[src/rtl/spi_master.sv]
// spi_master: SPI mode-0 master, one BUFFER_SIZE-bit frame per start request.
//   MSB first. MOSI is shifted out of tx_shift; MISO is shifted into rx_shift.
//   A received frame is committed to rx_data only if its top 32 bits equal MSGID.
//   Otherwise rx_err pulses instead.
//
// Ports
//   clk       system clock
//   rst_n     synchronous reset, active low
//   start     frame request, accepted only while busy=0; tx_data latched then
//   tx_data   frame to transmit
//   rx_data   last frame received with a matching MSGID
//   rx_valid  1-cycle pulse, rx_data updated
//   rx_err    1-cycle pulse, frame ended with MSGID mismatch
//   busy      high from the accepting cycle until IDLE is re-entered
//   SPI_SCK   serial clock (idles low)
//   SPI_SSEL  chip select (active low)
//   SPI_MOSI  serial data out
//   SPI_MISO  serial data in (sampled directly on clk)
module spi_master #(
  parameter int          BUFFER_SIZE = 64,
  parameter logic [31:0] MSGID       = 32'h74697277,
  parameter int          CLK_DIV     = 4,
  parameter int          CS_SETUP    = 4,
  parameter int          CS_HOLD     = 4,
  parameter int          CS_IDLE     = 8
) (
  input  logic                   clk,
  input  logic                   rst_n,
  input  logic                   start,
  input  logic [BUFFER_SIZE-1:0] tx_data,
  output logic [BUFFER_SIZE-1:0] rx_data,
  output logic                   rx_valid,
  output logic                   rx_err,
  output logic                   busy,
  output logic                   SPI_SCK,
  output logic                   SPI_SSEL,
  output logic                   SPI_MOSI,
  input  logic                   SPI_MISO
);

  localparam int BC_W   = $clog2(BUFFER_SIZE + 1);
  localparam int HC_W   = (CLK_DIV > 2) ? $clog2(CLK_DIV) : 1;
  localparam int WMAX_A = (CS_SETUP > CS_HOLD) ? CS_SETUP : CS_HOLD;
  localparam int WMAX   = (WMAX_A > CS_IDLE) ? WMAX_A : CS_IDLE;
  localparam int WC_W   = $clog2(WMAX + 1);

  localparam logic [HC_W-1:0] HC_LAST    = HC_W'(CLK_DIV - 1);
  localparam logic [BC_W-1:0] BC_LAST    = BC_W'(BUFFER_SIZE);
  localparam logic [WC_W-1:0] SETUP_LAST = WC_W'(CS_SETUP - 1);
  localparam logic [WC_W-1:0] HOLD_LAST  = WC_W'(CS_HOLD - 1);
  // The IDLE cycle itself counts as one SSEL-high cycle, so the gap state
  // lasts CS_IDLE-1 cycles and back-to-back frames see exactly CS_IDLE.
  localparam logic [WC_W-1:0] GAP_LAST   = WC_W'((CS_IDLE >= 2) ? CS_IDLE - 2 : 0);

  localparam logic [2:0] ST_IDLE  = 3'd0;
  localparam logic [2:0] ST_SETUP = 3'd1;
  localparam logic [2:0] ST_XFER  = 3'd2;
  localparam logic [2:0] ST_HOLD  = 3'd3;
  localparam logic [2:0] ST_GAP   = 3'd4;

  logic [2:0]             state;
  logic [HC_W-1:0]        hcnt;
  logic [BC_W-1:0]        bitcnt;
  logic [WC_W-1:0]        wcnt;
  logic [BUFFER_SIZE-1:0] tx_shift;
  logic [BUFFER_SIZE-1:0] rx_shift;

  logic accept;
  logic sck_rise;
  logic sck_fall;

  function automatic logic msgid_match(input logic [31:0] hdr);
    return hdr == MSGID;
  endfunction

  assign accept   = (state == ST_IDLE) && start;
  assign sck_rise = (state == ST_XFER) && (hcnt == HC_LAST) && !SPI_SCK;
  assign sck_fall = (state == ST_XFER) && (hcnt == HC_LAST) && SPI_SCK;

  // Shift registers carry data only and need no reset.
  always_ff @(posedge clk) begin
    if (accept)
      tx_shift <= tx_data;
    else if (sck_fall && (bitcnt != BC_LAST))
      tx_shift <= {tx_shift[BUFFER_SIZE-2:0], 1'b0};
    if (sck_rise)
      rx_shift <= {rx_shift[BUFFER_SIZE-2:0], SPI_MISO};
  end

  always_ff @(posedge clk) begin
    if (!rst_n) begin
      state    <= ST_IDLE;
      hcnt     <= '0;
      bitcnt   <= '0;
      wcnt     <= '0;
      SPI_SCK  <= 1'b0;
      SPI_SSEL <= 1'b1;
      SPI_MOSI <= 1'b0;
      rx_data  <= '0;
      rx_valid <= 1'b0;
      rx_err   <= 1'b0;
      busy     <= 1'b0;
    end else begin
      rx_valid <= 1'b0;
      rx_err   <= 1'b0;
      case (state)
        ST_IDLE: begin
          if (start) begin
            state    <= ST_SETUP;
            busy     <= 1'b1;
            SPI_SSEL <= 1'b0;
            SPI_MOSI <= tx_data[BUFFER_SIZE-1];
            wcnt     <= '0;
          end
        end
        ST_SETUP: begin
          if (wcnt == SETUP_LAST) begin
            state  <= ST_XFER;
            wcnt   <= '0;
            hcnt   <= '0;
            bitcnt <= '0;
          end else begin
            wcnt <= wcnt + 1'b1;
          end
        end
        ST_XFER: begin
          if (hcnt == HC_LAST) begin
            hcnt    <= '0;
            SPI_SCK <= ~SPI_SCK;
            if (!SPI_SCK) begin
              bitcnt <= bitcnt + 1'b1;
            end else if (bitcnt == BC_LAST) begin
              // Last falling edge of the frame.
              SPI_MOSI <= 1'b0;
              state    <= ST_HOLD;
              wcnt     <= '0;
            end else begin
              SPI_MOSI <= tx_shift[BUFFER_SIZE-2];
            end
          end else begin
            hcnt <= hcnt + 1'b1;
          end
        end
        ST_HOLD: begin
          if (wcnt == HOLD_LAST) begin
            SPI_SSEL <= 1'b1;
            wcnt     <= '0;
            if (msgid_match(rx_shift[BUFFER_SIZE-1 -: 32])) begin
              rx_data  <= rx_shift;
              rx_valid <= 1'b1;
            end else begin
              rx_err <= 1'b1;
            end
            if (CS_IDLE > 1) begin
              state <= ST_GAP;
            end else begin
              state <= ST_IDLE;
              busy  <= 1'b0;
            end
          end else begin
            wcnt <= wcnt + 1'b1;
          end
        end
        ST_GAP: begin
          if (wcnt == GAP_LAST) begin
            state <= ST_IDLE;
            busy  <= 1'b0;
            wcnt  <= '0;
          end else begin
            wcnt <= wcnt + 1'b1;
          end
        end
        default: state <= ST_IDLE;
      endcase
    end
  end

endmodule

[config.mk]
export PLATFORM = sky130hd
export DESIGN_NAME = spi_master
export DESIGN_NICKNAME = d
export VERILOG_FILES = /design/src/rtl/spi_master.sv
export SDC_FILE = /design/constraint.sdc
export NUM_CORES = 1
export LEC_CHECK = 0
export BUFFER_PORTS_ARGS = -buffer_cell sky130_fd_sc_hd__buf_2
export CAP_MARGIN = 15
export CORE_ASPECT_RATIO = 0.9
export CORE_MARGIN = 5
export CORE_UTILIZATION = 55
export DETAILED_ROUTE_END_ITERATION = 10
export GPL_TIMING_DRIVEN = 0
export PLACE_DENSITY = 0.87
export SYNTH_ARGS = -nofsm -noshare
export SYNTH_HDL_FRONTEND = slang
export SYNTH_SLANG_ARGS = --single-unit
[constraint.sdc]
create_clock -name clk -period 8.65 [get_ports clk]
set_clock_uncertainty 0.1 [all_clocks]
set_input_delay 1.73 -clock clk [delete_from_list [all_inputs] [get_ports clk]]
set_output_delay 1.73 -clock clk [all_outputs]
set_load 0.1 [all_outputs]
==> out/qor.yml <==
cts_root_buf: "clkbuf_16"
fin_crit_sh_pct: 37.63
crit_type: "reg -> out"
cts_hold_buf: 0
clockBufferDepth: 3
port_buffers: 136
wl_um: 16090
vias: 4955
power.leakage_uw: 0.003832
vias_per_cell: 5.380
antenna_found_initial: 0
synth_most_common_cell: "edfxtp_1"
synth_common_cells: "edfxtp_1, dfxtp_1, nand2_1, mux2_2, mux2i_1"
vdd_ir_drop_max_mv: 0.1666
syn_inst: 547
final_core_util_pct: 69.26
cts.clk_slew.worst_paths_ps: 60
crit_buf_inv: 1
cts_setup_buffers: 0
place_congestion: 0.8136
postRouteAntennaNets: 0
tightest_slew_ps: 667.7
hold_class: "reg -> reg"
finalMaxSlewViolations: 0
drc: 0
yosysTopAreaCell: "edfxtp_1"
htreeDepth: 1
cp-end-kind: "output port"
cts-resized-gates: 0
tns_ps: 0
drive_gt1_share_pct: 35.03
report.final.setup_viol: 0
grt_pass1_wl_um: 25580
path_cells: "buf_2"
nNetsFinal: 785
fin_crit_ps: 3255
synth-async-reset-ratio_pct: 0
crit_family: "buffers and inverters"
start_util_pct: 56.44
yosysSeqAreaShare_pct: 69.52
cp.arrival_ps: 1430
worstSkewPairLatency_ps: 490
syn_nets: 620
p_per_area_mw_per_mm2: 221.9
fmax_ghz: 0.3072
die_w_um: 136.8
slew_headroom_pct: 55.49
synth_top_area_share_pct: 47.89
area_growth_pct: 22.71
io_pins: 138
gr-usage-all-layers_pct: 18.89
synthFlopType: "edfxtp_1"
grt_max_degree: 39
coreArea_mm2: 0.01411
ys_types: 51
slowest_stage: "buf_2"
finalHoldViolCount: 0
netlist_area_mm2: 0.007963
hpwl_um: 11110
drtPass1Iterations: 5
die_y_um: 124.2
grt_pass1_vias: 5120
gr-total-overflow: 0
avgRoutedWirePerCell_um: 17.47
syn_area_per_cell_um2: 14.56
antenna_cells: 0
crit_fanout: 5
outcome: "complete, no violations"
cts_tree: "built"
cts_buffers: 22
worstSetupStartpointType: "register"
cap_violations: 0
die_area_mm2: 0.01699
ys_seq_elements: 213
rsz0062_at_grt: "false"
yosysWarningCount: 0
synthTopCellsByArea: "edfxtp_1, dfxtp_1, mux2_2"
drt_iter0_drc: 266
num_rows: 41
synth_edf_count: 127
cp.required_ps: 6820
slowest_delay_ps: 480
cts_num_sinks: 213
layout by cell type (no fill, tap or decap), types with 2 or more instances in the layout:
cell       netlist  routed
buf_2           11     147
edfxtp_1       127     127
dfxtp_1         86      86
nand2_1         70      70
mux2_2          56      56
mux2i_1         33      33
clkbuf_16        0      26
o21a_1          20      20
clkbuf_1        12      19
and3_1          15      15
a21oi_1         11      11
nor2_1          11      10
nand3_1          9       9
inv_1            8       8
mux2_1           6       6
ha_1             5       5
clkbuf_8         0       5
nand2b_1         4       4
nor4bb_1         4       4
nand4_1          4       4
or3_1            4       4
o21ai_0          4       4
and4b_1          3       3
buf_4            3       3
nor3_1           3       3
nor3b_1          3       3
nor2_4           1       2
o211ai_1         2       2
a2bb2oi_1        2       2
o31ai_1          2       2
or4_1            2       2
xnor2_1          2       2
and2_1           2       2
a311oi_1         2       2
a21boi_0         2       2
buf_8            0       2
buf_16           0       2
sequential cells by signal, summed over array words and instances, names as in the netlist:
| signal | cells |
|---|---|
| state | 3 |
| busy | 1 |
| rx_err | 1 |
| SPI_MOSI | 1 |
| hcnt | 2 |
| rx_data | 64 |
| wcnt | 4 |
| SPI_SCK | 1 |
| rx_shift | 64 |
| tx_shift | 63 |
| bitcnt | 7 |
| rx_valid | 1 |
| SPI_SSEL | 1 |
layer usage:
| metal | routed length (um) | track usage, % | vias up | share of wire (%) |
|---|---|---|---|---|
| met5 | 0 | 0 | - | 0 |
| met4 | 493 | 6.671 | 0 | 3.1 |
| met3 | 867 | 3.473 | 34 | 5.4 |
| met2 | 8043 | 32.91 | 165 | 50 |
| met1 | 6687 | 23.85 | 2418 | 42 |
| li1 | - | - | 2338 | - |
through the flow:
stage	power, uW	worst slack (ps)	instances	instance area (um2)	hold WS (ps)
4_1_cts	2188	5384	921	9771	342.9
6_report	2169	5395	921	9771	340.1
5_1_grt	2249	5336	921	9771	356.2
2_1_floorplan	1205	1987	547	7963	316.8
3_3_place_gp	1234	811.8	876	8885	325.9
3_5_place_dp	1241	5356	881	9016	326.5
area by class of cell:
| type | count | area (um2) |
|---|---|---|
| fill | 951 | 4337 |
| inverter | 8 | 30.03 |
| timing repair buffer | 141 | 785.8 |
| tap | 193 | 241.5 |
| sequential | 213 | 5535 |
| multi-input combinational | 298 | 2285 |
| buffer | 28 | 138.9 |
| clock buffer | 38 | 745.7 |
| clock inverter | 2 | 8.758 |
report_power, final:
part	internal, uW	switching (uW)
Clock	585	363
Combinational	51.2	58.7
Sequential	1100	8.46
kinds of logic (layout without fill, tap and decap cells):
| group | Yosys count | in the layout | synth area share, % |
|---|---|---|---|
| mux | 95 | 95 | 12.92 |
| simple gates | 145 | 145 | 9.868 |
| flops | 213 | 213 | 69.52 |
| xor+xnor | 3 | 3 | 0.3300 |
| compound gates | 50 | 50 | 4.463 |
| fa+ha+maj | 5 | 5 | 0.7857 |
| buf+inv | 36 | 217 | 2.121 |
worst reg2reg max path, cell delays in order (launching register included):
cell and delay [ps]:
dfxtp_1 380, inv_1 100, ha_1 210, or4b_1 210
nor2_1 110, o32ai_4 560, buf_8 280, buf_16 190
worst paths after layout:
kind	from	end	slack, ps	cells after the start
worst min-delay path	rx_shift[61]	rx_shift[62]	340	0
worst max register to register	bitcnt[0]	tx_shift[5]	6190	7
worst max-delay path	SPI_SCK	SPI_SCK	5390	1
worst min register to register	rx_shift[61]	rx_shift[62]	340	0
Power figures use the tool's default switching activity.
